File: config.mk
export PLATFORM = sky130hd
export DESIGN_NAME = crc8_serial_check
export DESIGN_NICKNAME = d
export VERILOG_FILES = /design/src/rtl/crc8_serial_check.sv
export SDC_FILE = /design/constraint.sdc
export NUM_CORES = 1
export LEC_CHECK = 0
export BUFFER_PORTS_ARGS = -buffer_cell sky130_fd_sc_hd__buf_4
export CAP_MARGIN = 0
export CELL_PAD_IN_SITES_DETAIL_PLACEMENT = 1
export CELL_PAD_IN_SITES_GLOBAL_PLACEMENT = 1
export CORE_UTILIZATION = 25
export CTS_BUF_LIST = sky130_fd_sc_hd__clkbuf_16
export DETAILED_ROUTE_END_ITERATION = 8
export GPL_TIMING_DRIVEN = 0
export PLACE_DENSITY = 0.59
export SYNTH_ARGS = -nofsm -noshare
export SYNTH_HDL_FRONTEND = slang
export SYNTH_SLANG_ARGS = --single-unit
File: constraint.sdc
create_clock -name clk -period 5.4 [get_ports clk]
set_clock_uncertainty 0.05 [all_clocks]
set_input_delay 1.08 -clock clk [delete_from_list [all_inputs] [get_ports clk]]
set_output_delay 1.08 -clock clk [all_outputs]
set_load 0.01 [all_outputs]
File: src/rtl/crc8_serial_check.sv
// Serial CRC-8 (poly 0x39, init 0xFF) frame checker with one-byte holdback.
// Optional errcnt output enabled by CRC8_SERIAL_CHECK_ERRCNT_EN.
module crc8_serial_check (
  input  logic        clk,
  input  logic        rst_n,
  input  logic        din,
  input  logic        en,
  input  logic        frame,
  output logic [7:0]  data,
  output logic        data_valid,
  output logic        done,
  output logic        crc_ok,
  output logic        err_align,
  output logic        err_short,
  output logic [7:0]  len
`ifdef CRC8_SERIAL_CHECK_ERRCNT_EN
  ,
  output logic [15:0] errcnt
`endif
);

  typedef enum logic {
    IDLE,
    RECV
  } state_t;

  state_t     state;
  logic [7:0] r;
  logic [7:0] asm_q;
  logic [7:0] held;
  logic [2:0] cnt;
  logic       hflag;
  logic [7:0] lcnt;

  logic [7:0] nxt_byte;
  logic [7:0] r_fold;
  logic [7:0] chk;
  logic       end_align;
  logic       end_short;
  logic       end_ok;

  function automatic logic [7:0] fold8(
    input logic [7:0] rin,
    input logic [7:0] b
  );
    logic [7:0] rv;
    logic       d;
    rv = rin;
    for (int i = 7; i >= 0; i--) begin
      d  = b[i] ^ rv[7];
      rv = {rv[6:0], 1'b0} ^ (d ? 8'h39 : 8'h00);
    end
    return rv;
  endfunction

  function automatic logic [7:0] rev8(input logic [7:0] v);
    logic [7:0] o;
    for (int i = 0; i < 8; i++)
      o[7-i] = v[i];
    return o;
  endfunction

  // The last complete byte stays held back: it is the CRC byte
  // unless another byte completes after it.
  always_comb begin
    nxt_byte  = {asm_q[6:0], din};
    r_fold    = fold8(r, held);
    chk       = rev8(r);
    end_align = (cnt != 3'd0);
    end_short = !hflag;
    end_ok    = !end_align && !end_short && (held == chk);
  end

  always_ff @(posedge clk or negedge rst_n) begin
    if (!rst_n) begin
      state      <= IDLE;
      r          <= 8'hFF;
      asm_q      <= 8'h00;
      held       <= 8'h00;
      cnt        <= 3'd0;
      hflag      <= 1'b0;
      lcnt       <= 8'd0;
      data       <= 8'h00;
      data_valid <= 1'b0;
      done       <= 1'b0;
      crc_ok     <= 1'b0;
      err_align  <= 1'b0;
      err_short  <= 1'b0;
      len        <= 8'd0;
`ifdef CRC8_SERIAL_CHECK_ERRCNT_EN
      errcnt     <= 16'd0;
`endif
    end else begin
      data_valid <= 1'b0;
      done       <= 1'b0;
      unique case (state)
        IDLE: begin
          if (frame) begin
            state <= RECV;
            r     <= 8'hFF;
            hflag <= 1'b0;
            lcnt  <= 8'd0;
            if (en) begin
              asm_q <= nxt_byte;
              cnt   <= 3'd1;
            end else begin
              cnt   <= 3'd0;
            end
          end
        end
        RECV: begin
          if (!frame) begin
            state     <= IDLE;
            done      <= 1'b1;
            crc_ok    <= end_ok;
            err_align <= end_align;
            err_short <= end_short;
            len       <= lcnt;
`ifdef CRC8_SERIAL_CHECK_ERRCNT_EN
            if (!end_ok && errcnt != 16'hFFFF)
              errcnt <= errcnt + 16'd1;
`endif
          end else if (en) begin
            asm_q <= nxt_byte;
            cnt   <= cnt + 3'd1;
            if (cnt == 3'd7) begin
              held <= nxt_byte;
              if (!hflag) begin
                hflag <= 1'b1;
              end else begin
                r          <= r_fold;
                data       <= held;
                data_valid <= 1'b1;
                if (lcnt != 8'hFF)
                  lcnt <= lcnt + 8'd1;
              end
            end
          end
        end
        default: state <= IDLE;
      endcase
    end
  end

endmodule
==> flow_metrics.py, run 1 <==
metrics = {
    "critical_path": {
        "critPathMostFrequentCell": "clkbuf_1",
        "arrival_ns": 2.66,
        "crit_buf_inv": 2,
        "cp_cell_sequence": "clkbuf_1 > nand3_1 > a21boi_0 > clkbuf_1 > o21ai_0 > a22oi_1",
        "r2r_cells": 7,
        "cp-startpoint": "en",
        "cp_max_fo": 10,
        "rr_startpoint": "cnt[1]",
        "critPathSlowestCell": "clkbuf_1",
        "cpPeakStageDelay_ns": 0.44,
        "required_ns": 5.60,
        "crit_type": "input port to flop",
        "critical_path.top_delay_family": "buffers and inverters",
        "setup.worst_path.end_class": "flop",
        "regToRegSetupSlack_ns": 3.29,
        "reg2reg_to": "r[2]",
        "startpoint_type": "input port",
    },
    "grt": {
        "grtUsageMet2_pct": 18.5,
        "grt_pass1_wl_mm": 9.99,
        "busiest_layer": "met2",
        "grt_pass1_vias": 1961,
        "antenna_found_initial": 0,
        "gr-total-overflow": 0,
        "met1_usage_pct": 14.8,
        "use_met3_pct": 2.88,
        "grt_max_degree": 58,
        "grt_usage_pct": 11.6,
    },
    "yosys": {
        "synth_compound_area_share_pct": 8.20,
        "synth_top_family_by_area": "XOR/XNOR gates",
        "netlist_area_um2": 2730,
        "synth_edf_count": 0,
        "synth_flop_cell": "dfrtp_1",
        "synth-simple-area-share_pct": 7.97,
        "yosysWarnings": 0,
        "avgSynthCellArea_um2": 12.1,
        "synthMuxAreaShare_pct": 12.2,
        "synth.most_common_cell": "dfrtp_1",
        "synth_area_leaders": "dfrtp_1, mux2_2, dfstp_2",
        "yosysTopAreaCellShare_pct": 44.9,
        "synth_top_area_cell": "dfrtp_1",
        "synthAdderAreaFrac_pct": 1.83,
        "syn_nets": 235,
        "synth.distinct_cells": 39,
        "ys_seq_area_share_pct": 52.6,
        "synthXorXnorAreaFrac_pct": 14.3,
        "syn_inst": 226,
        "async_reset_ff_share_pct": 100,
        "ys_ff_latch": 57,
        "yosys-top-cells-count": "dfrtp_1, mux2_2, xnor2_1, o21ai_0",
    },
    "min_path": {
        "min_path_type": "flop to flop",
        "hold-path-cell-count": 2,
        "holdCritStartpoint": "len[2]",
        "hold_end": "len[2]",
    },
    "sta": {
        "hold_viol": 0,
        "hold-worst-slack_ns": 0.430,
        "setup_tns_ns": 0,
        "rsz0062_at_grt": "false",
        "fin_crit_sh_pct": 45.6,
        "relSlewSlack_pct": 51.3,
        "fmax_ghz": 0.406,
        "fin_crit_ns": 2.46,
        "drv_slew": 0,
        "setup_viol": 0,
        "worstMarginPinSlew_ns": 0.730,
    },
    "detailed_routing": {
        "vias_per_cell": 4.45,
        "drt_pass1_iterations": 3,
        "wl_per_cell_um": 14.3,
        "drtIter0Drc": 30,
        "drc_errors": 0,
        "antenna_left": 0,
        "vias": 1788,
        "wirelength_mm": 5.74,
    },
    "floorplan": {
        "start_util_pct": 26.1,
        "io_pins": 26,
        "rows": 37,
        "core_area_um2": 10500,
        "dieArea_um2": 11300,
        "die_w_um": 107,
        "die_y_um": 107,
    },
    "finish": {
        "fill_cells": 1175,
        "area_delta_synth_final_pct": 23.6,
        "diodes": 0,
        "drive_above_1_share_pct": 30.1,
        "fin_area_um2": 3380,
        "fin_nets": 270,
    },
    "cts": {
        "cts_tree": "built",
        "numCtsBuffers": 9,
        "cts.sinks": 57,
        "clk_latency_ns": 0.32,
        "htree_levels": 3,
        "root_buffer": "clkbuf_16",
        "cts_setup_buffers": 0,
        "path_clk_slew_ns": 0.05,
        "ctsHoldBuffers": 0,
        "cts_resized": 0,
        "clock_path_buffers": 2,
    },
    "place": {
        "gp_congestion": 0.733,
        "placed_area_um2": 3080,
        "port_buffers": 24,
        "hpwlAfterDp_mm": 4.03,
    },
    "job": {
        "maxCapViolations": 0,
    },
    "run_status": {
        "run_status": "complete, no violations",
    },
    "power": {
        "irDropWorstVdd_v": 0.000149,
        "power_per_cell_area_nw_per_um2": 362,
        "leakagePower_nw": 1.52,
    },
}
-- power breakdown --
| group | switching, W | internal (W) | leakage (nW) |
|---|---|---|---|
| sequential | 0.0000357 | 0.000471 | 0.736 |
| clock | 0.000202 | 0.000355 | 0.135 |
| combinational | 0.0000709 | 0.0000885 | 0.650 |
| total | 0.000308 | 0.000914 | 1.52 |
-- final cells by class --
type / instances / area (um^2) / share of cell area, %
Buffer: 8 / 30.0 / 0.890
Clock buffer: 9 / 225 / 6.67
Clock inverter: 7 / 70.1 / 2.08
Inverter: 13 / 48.8 / 1.45
Multi-Input combinational cell: 148 / 1210 / 36.0
Sequential cell: 57 / 1440 / 42.6
Tap cell: 136 / 170 / 5.04
Timing Repair Buffer: 24 / 180 / 5.34
-- how the worst max path moves through the flow --
stage | endpoint | cells past startpoint
after floorplan | data[0] | 5
after global placement | r[6] | 6
after detailed placement | r[0] | 6
after CTS | r[2] | 6
after global routing | r[2] | 6
final | r[2] | 6
-- cells in the final DEF (no fill, tap or decap), types with 7 or more instances in the layout --
cell,synthesis,final
o21ai_0,14,14
buf_4,0,24
nor2_1,11,11
nand2_1,13,13
mux2_2,27,27
clkbuf_16,0,9
clkbuf_1,7,7
inv_1,13,13
dfrtp_1,49,49
xnor2_1,15,15
xor2_1,7,7
dfstp_2,8,8
a21oi_1,12,12
-- registers in the layout (all words and copies together) (netlist names) --
| name | cells |
|---|---|
| asm_q | 7 |
| done | 1 |
| len | 8 |
| lcnt | 8 |
| cnt | 3 |
| hflag | 1 |
| r | 8 |
| err_short | 1 |
| data | 8 |
| crc_ok | 1 |
| held | 8 |
| state | 1 |
| data_valid | 1 |
| err_align | 1 |
-- cell families (layout without fill, tap and decap cells) --
group	after synthesis	after routing
adders and majority gates	4	4
muxes	30	30
xor gates and xnor gates	31	31
and+or+nand+nor	45	45
DFF	57	57
AOI/OAI and AO/OA	38	38
buffers and inverters	21	61
-- metal layers --
metal | wire, um | vias up
met3 | 141 | 9
met5 | 0 | -
li1 | - | 862
met1 | 2800 | 895
met4 | 89 | 0
met2 | 2720 | 22
-- through the flow --
stage | total power [W] | worst slack [ns] | cells | util (%)
finish | 0.00122 | 2.94 | 402 | 32.3
global route | 0.00128 | 2.74 | 402 | 32.3
CTS | 0.00124 | 2.88 | 402 | 32.3
detailed placement | 0.000675 | 2.56 | 386 | 29.4
global placement | 0.000669 | 2.60 | 386 | 29.4
floorplan | 0.000618 | 3.00 | 226 | -
-- worst reg2reg max path, stage by stage (launching register included) --
cell and delay [ns]:
dfrtp_1 0.38, ha_1 0.16, ha_1 0.21, nand3_1 0.14
a21boi_0 0.27, clkbuf_1 0.44, o21ai_0 0.17, a22oi_1 0.21
No activity file was read; power rests on OpenSTA's default activity.
==> run 2: changes to the inputs <==
==> constraint.sdc (replaced) <==
create_clock -name clk -period 2.27 [get_ports clk]
set_clock_uncertainty 0.05 [all_clocks]
set_input_delay 0.454 -clock clk [delete_from_list [all_inputs] [get_ports clk]]
set_output_delay 0.454 -clock clk [all_outputs]
set_load 0.01 [all_outputs]
==> run 2 against run 1 <==
Worst setup slack worse by 2.7 ns. Clock power up 140%. Final area about the same. First-iteration DRC count up 3.3%. Largest power group unchanged.
==> flow_metrics.py, run 2 (synthesis gave the netlist of run 1 again) <==
metrics = {
    "run_status": {
        "run_status": "complete, no violations",
    },
    "floorplan": {
        "start_util_pct": 26.1,
        "io_pins": 26,
        "die_y_um": 107,
        "die_w_um": 107,
        "dieArea_um2": 11300,
        "rows": 37,
        "core_area_um2": 10500,
    },
    "detailed_routing": {
        "drc_errors": 0,
        "wl_met1_mm": 2.78,
        "wl_per_cell_um": 14.3,
        "antenna_left": 0,
        "met3_length_um": 149,
        "vias_per_cell": 4.45,
        "drt_pass1_iterations": 3,
        "drtIter0Drc": 31,
        "top_layer": "met4",
        "vias": 1789,
        "wl_met2_mm": 2.72,
        "wirelength_mm": 5.74,
    },
    "sta": {
        "relSlewSlack_pct": 51.4,
        "setup_viol": 0,
        "fin_crit_sh_pct": 90.3,
        "rsz0062_at_grt": "false",
        "hold_viol": 0,
        "fin_crit_ns": 2.05,
        "fin_ws_ns": 0.220,
        "worstMarginPinSlew_ns": 0.729,
        "setup_tns_ns": 0,
        "drv_slew": 0,
        "fmax_ghz": 0.488,
    },
    "finish": {
        "seq_area_um2": 1440,
        "final_cell_mix": "dfrtp_1, mux2_2, buf_4",
        "area_delta_synth_final_pct": 23.7,
        "fin_nets": 270,
        "fill_cells": 1174,
        "drive_above_1_share_pct": 30.8,
        "final_common_cell": "dfrtp_1",
        "multi_input_area_um2": 1210,
        "diodes": 0,
    },
    "critical_path": {
        "cp_cell_sequence": "xor2_2 > xnor3_2 > xnor3_1 > o22a_1",
        "required_ns": 2.48,
        "cp_max_fo": 4,
        "critPathSlowestCell": "dfstp_2",
        "arrival_ns": 2.26,
        "crit_type": "flop to flop",
        "startpoint_type": "flop",
        "cpPeakStageDelay_ns": 0.58,
        "setup.worst_path.end_class": "flop",
    },
    "power": {
        "power_per_cell_area_nw_per_um2": 861,
        "irDropWorstVdd_v": 0.000356,
        "fin_total_pwr_w": 0.00291,
        "leakagePower_nw": 1.53,
    },
    "cts": {
        "cts_tree": "built",
        "path_clk_slew_ns": 0.05,
        "root_buffer": "clkbuf_16",
        "cts.sinks": 57,
        "clock_path_buffers": 2,
        "clk_latency_ns": 0.32,
        "cts_setup_buffers": 0,
        "htree_levels": 3,
        "numCtsBuffers": 9,
    },
    "min_path": {
        "min_path_type": "input port to async pin",
    },
    "place": {
        "hpwlAfterDp_mm": 4.03,
        "port_buffers": 24,
        "gp_congestion": 0.733,
        "dp_slack_ns": 0.0537,
    },
    "grt": {
        "grt_usage_pct": 11.6,
        "grt_max_degree": 58,
        "grt_pass1_vias": 1961,
        "gr-total-overflow": 0,
        "grt_pass1_wl_mm": 9.99,
        "antenna_found_initial": 0,
    },
    "job": {
        "maxCapViolations": 0,
    },
}
-- run 2: changes by cell type in the layout (fill, tap and decap cells not counted), sizes merged --
cell	change
buf	-1
clkbuf	+1
-- run 2: area by class of cell --
cell class / count / area share, %
Sequential cell: 57 / 42.5
Clock inverter: 7 / 2.07
Clock buffer: 9 / 6.67
Timing Repair Buffer: 24 / 5.33
Inverter: 13 / 1.44
Multi-Input combinational cell: 148 / 36.0
Buffer: 8 / 0.963
Tap cell: 136 / 5.04
-- run 2: final timing paths --
| kind | end | from | slack, ns | depth (start not counted) |
|---|---|---|---|---|
| max | r[5] | r[5] | 0.22 | 4 |
| min | len[6] | rst_n | 0.14 | 1 |
| max reg2reg | r[5] | r[5] | 0.22 | 4 |
| min reg2reg | len[2] | len[2] | 0.43 | 2 |
| max in group asynchronous | data[7] | rst_n | 1.55 | 1 |
| min in group clk | state | frame | 0.21 | 1 |
-- run 2: worst max-delay path, delay by kind of cell (launching register included) --
kind,cells,cell delay [ns]
AO/OA/AOI/OAI,1,0.18
XOR/XNOR,3,1.17
flip-flops,1,0.58
-- run 2: stage by stage --
stage	hold WS [ns]	cell area (um^2)	cells	utilization (%)
after floorplan	0.108	2730	226	-
after global placement	0.425	3080	386	29.4
after detailed placement	0.430	3080	386	29.4
after CTS	0.168	3380	402	32.3
after global routing	0.198	3380	402	32.3
final	0.139	3380	402	32.3
-- run 2: what timing repair did --
item	CTS	global route
resized for setup	0	3
hold buffers	0	0
endpoints found under the setup margin	0	5
-- run 2: metal layers --
metal / up-vias / global-route usage, %
li1: 863 / -
met1: 894 / 14.8
met2: 22 / 18.5
met3: 10 / 2.88
met4: 0 / 4.99
met5: - / 0
-- run 2: power breakdown --
group	leakage [nW]	internal, W	switching (W)
combinational	0.655	0.000211	0.000169
clock	0.135	0.000845	0.000480
sequential	0.736	0.00112	0.0000855
total	1.53	0.00218	0.000734
==> run 3: changes to the inputs <==
--- a/config.mk
+++ b/config.mk
@@ -14,6 +14,7 @@
 export DETAILED_ROUTE_END_ITERATION = 8
 export GPL_TIMING_DRIVEN = 0
 export PLACE_DENSITY = 0.59
+export REMOVE_ABC_BUFFERS = 1
 export SYNTH_ARGS = -nofsm -noshare
 export SYNTH_HDL_FRONTEND = slang
 export SYNTH_SLANG_ARGS = --single-unit
==> run 3 against run 2 <==
Sequential power barely moved. Final area down 0.48%. Via count fell by 2.9%. Worst setup slack worse by 0.0033 ns. Power about the same. Count of clock-buffer cells in the layout stayed put. Global-route usage shrank 0.70 points. Clock power is essentially flat. Combinational power is 2% lower. Die area stayed put. Fmax fell by 0.16%. Largest cell class unchanged.
==> flow_metrics.py, run 3 (synthesis gave the netlist of run 1 again) <==
metrics = {
    "detailed_routing": {
        "wl_per_cell_um": 14.0,
        "vias_per_cell": 4.39,
        "wirelength_mm": 5.53,
        "vias": 1737,
        "drt_pass1_iterations": 4,
        "drc_errors": 0,
        "antenna_left": 0,
        "drtIter0Drc": 89,
    },
    "place": {
        "gp_congestion": 0.727,
        "port_buffers": 25,
        "hpwlAfterDp_mm": 3.77,
    },
    "critical_path": {
        "crit_path_end": "r[5]",
        "cpPeakStageDelay_ns": 0.57,
        "setup.worst_path.end_class": "flop",
        "arrival_ns": 2.25,
        "regToRegSetupSlack_ns": 0.22,
        "rr_startpoint": "r[5]",
        "reg2reg_to": "r[5]",
        "critPathSlowestCell": "dfstp_2",
        "cp_max_fo": 4,
        "r2r_cells": 4,
        "crit_type": "flop to flop",
        "cp-startpoint": "r[5]",
        "required_ns": 2.47,
        "startpoint_type": "flop",
        "cp_cell_sequence": "xor2_2 > xnor3_2 > xnor3_1 > o22a_1",
    },
    "finish": {
        "fill_cells": 1177,
        "fin_nets": 264,
        "drive_above_1_share_pct": 31.5,
        "diodes": 0,
        "final_cell_mix": "dfrtp_1, mux2_2, buf_4",
        "final_util_pct": 32.1,
        "area_delta_synth_final_pct": 23.1,
        "final_common_cell": "dfrtp_1",
    },
    "floorplan": {
        "die_y_um": 107,
        "rows": 37,
        "start_util_pct": 26.1,
        "die_w_um": 107,
        "io_pins": 26,
        "core_area_um2": 10500,
        "dieArea_um2": 11300,
    },
    "job": {
        "maxCapViolations": 0,
    },
    "sta": {
        "drv_slew": 0,
        "fmax_ghz": 0.487,
        "relSlewSlack_pct": 51.0,
        "fin_crit_sh_pct": 90.4,
        "rsz0062_at_grt": "false",
        "worstMarginPinSlew_ns": 0.736,
        "setup_tns_ns": 0,
        "fin_crit_ns": 2.05,
        "hold_viol": 0,
        "setup_viol": 0,
    },
    "power": {
        "fin_total_pwr_w": 0.00291,
        "leakagePower_nw": 1.53,
        "power_per_cell_area_nw_per_um2": 865,
        "irDropWorstVdd_v": 0.000431,
    },
    "grt": {
        "grt_pass1_vias": 1802,
        "met1_usage_pct": 15.4,
        "antenna_found_initial": 0,
        "grt_max_degree": 58,
        "grt_usage_pct": 10.9,
        "grt_pass1_wl_mm": 9.57,
        "use_met3_pct": 2.21,
        "grtUsageMet2_pct": 15.9,
        "gr-total-overflow": 0,
        "busiest_layer": "met2",
    },
    "cts": {
        "cts_setup_buffers": 0,
        "cts_tree": "built",
        "htree_levels": 3,
        "clk_latency_ns": 0.32,
        "ctsHoldBuffers": 0,
        "root_buffer": "clkbuf_16",
        "path_clk_slew_ns": 0.06,
        "clock_path_buffers": 2,
        "cts_resized": 0,
        "cts.sinks": 57,
        "numCtsBuffers": 9,
    },
    "run_status": {
        "run_status": "complete, no violations",
    },
    "min_path": {
        "min_path_type": "input port to async pin",
    },
}
==> run 3: cell count changes in the layout (fill, tap and decap cells not counted), sizes merged <==
cell / previous run / this run
buf: 24 / 26
clkbuf: 17 / 9
clkinv: 2 / 4
clkinvlp: 3 / 2
inv: 14 / 13
==> run 3: worst min-delay path by stage <==
stage	startpoint	end	slack [ns]
5_1_grt	rst_n	len[7]	0.21
6_report	rst_n	len[4]	0.13
3_5_place_dp	len[6]	len[6]	0.42
2_1_floorplan	rst_n	asm_q[0]	0.11
3_3_place_gp	len[6]	len[6]	0.42
4_1_cts	rst_n	len[7]	0.18
==> run 3: area by class of cell <==
class	count	area, um^2	share of cell area (%)
multi-input cells	148	1210	36.1
flip-flops and latches	57	1440	42.7
clock inverters	7	71.3	2.12
well taps	136	170	5.06
inverters	13	48.8	1.45
repair buffers	26	195	5.81
clock buffers	9	225	6.70
==> run 3: layer usage <==
metal	share of wire, %	routed length, um
met5	0	0
met4	2.1	115
met3	3.0	164
met2	45	2500
met1	50	2760
==> run 3: stage by stage <==
stage	setup slack (ns)	hold WS [ns]	std cells	cell area [um^2]
5_1_grt	0.00597	0.206	396	3360
2_1_floorplan	0.150	0.108	218	2700
3_5_place_dp	0.231	0.422	380	3070
3_3_place_gp	-0.604	0.416	379	3060
4_1_cts	0.219	0.177	396	3360
6_report	0.217	0.130	396	3360
==> run 3: critical path, delay by kind of cell, from the launching register on <==
kind / cells / cell delay [ns]
AO/OA/AOI/OAI: 1 / 0.19
XOR/XNOR: 3 / 1.18
flip-flops: 1 / 0.57
==> run 3: power breakdown <==
part	switching [W]	internal [W]	total (W)
combinational	0.000160	0.000210	0.000370
clock	0.000487	0.000846	0.00133
sequential	0.0000857	0.00112	0.00120
total	0.000733	0.00218	0.00291
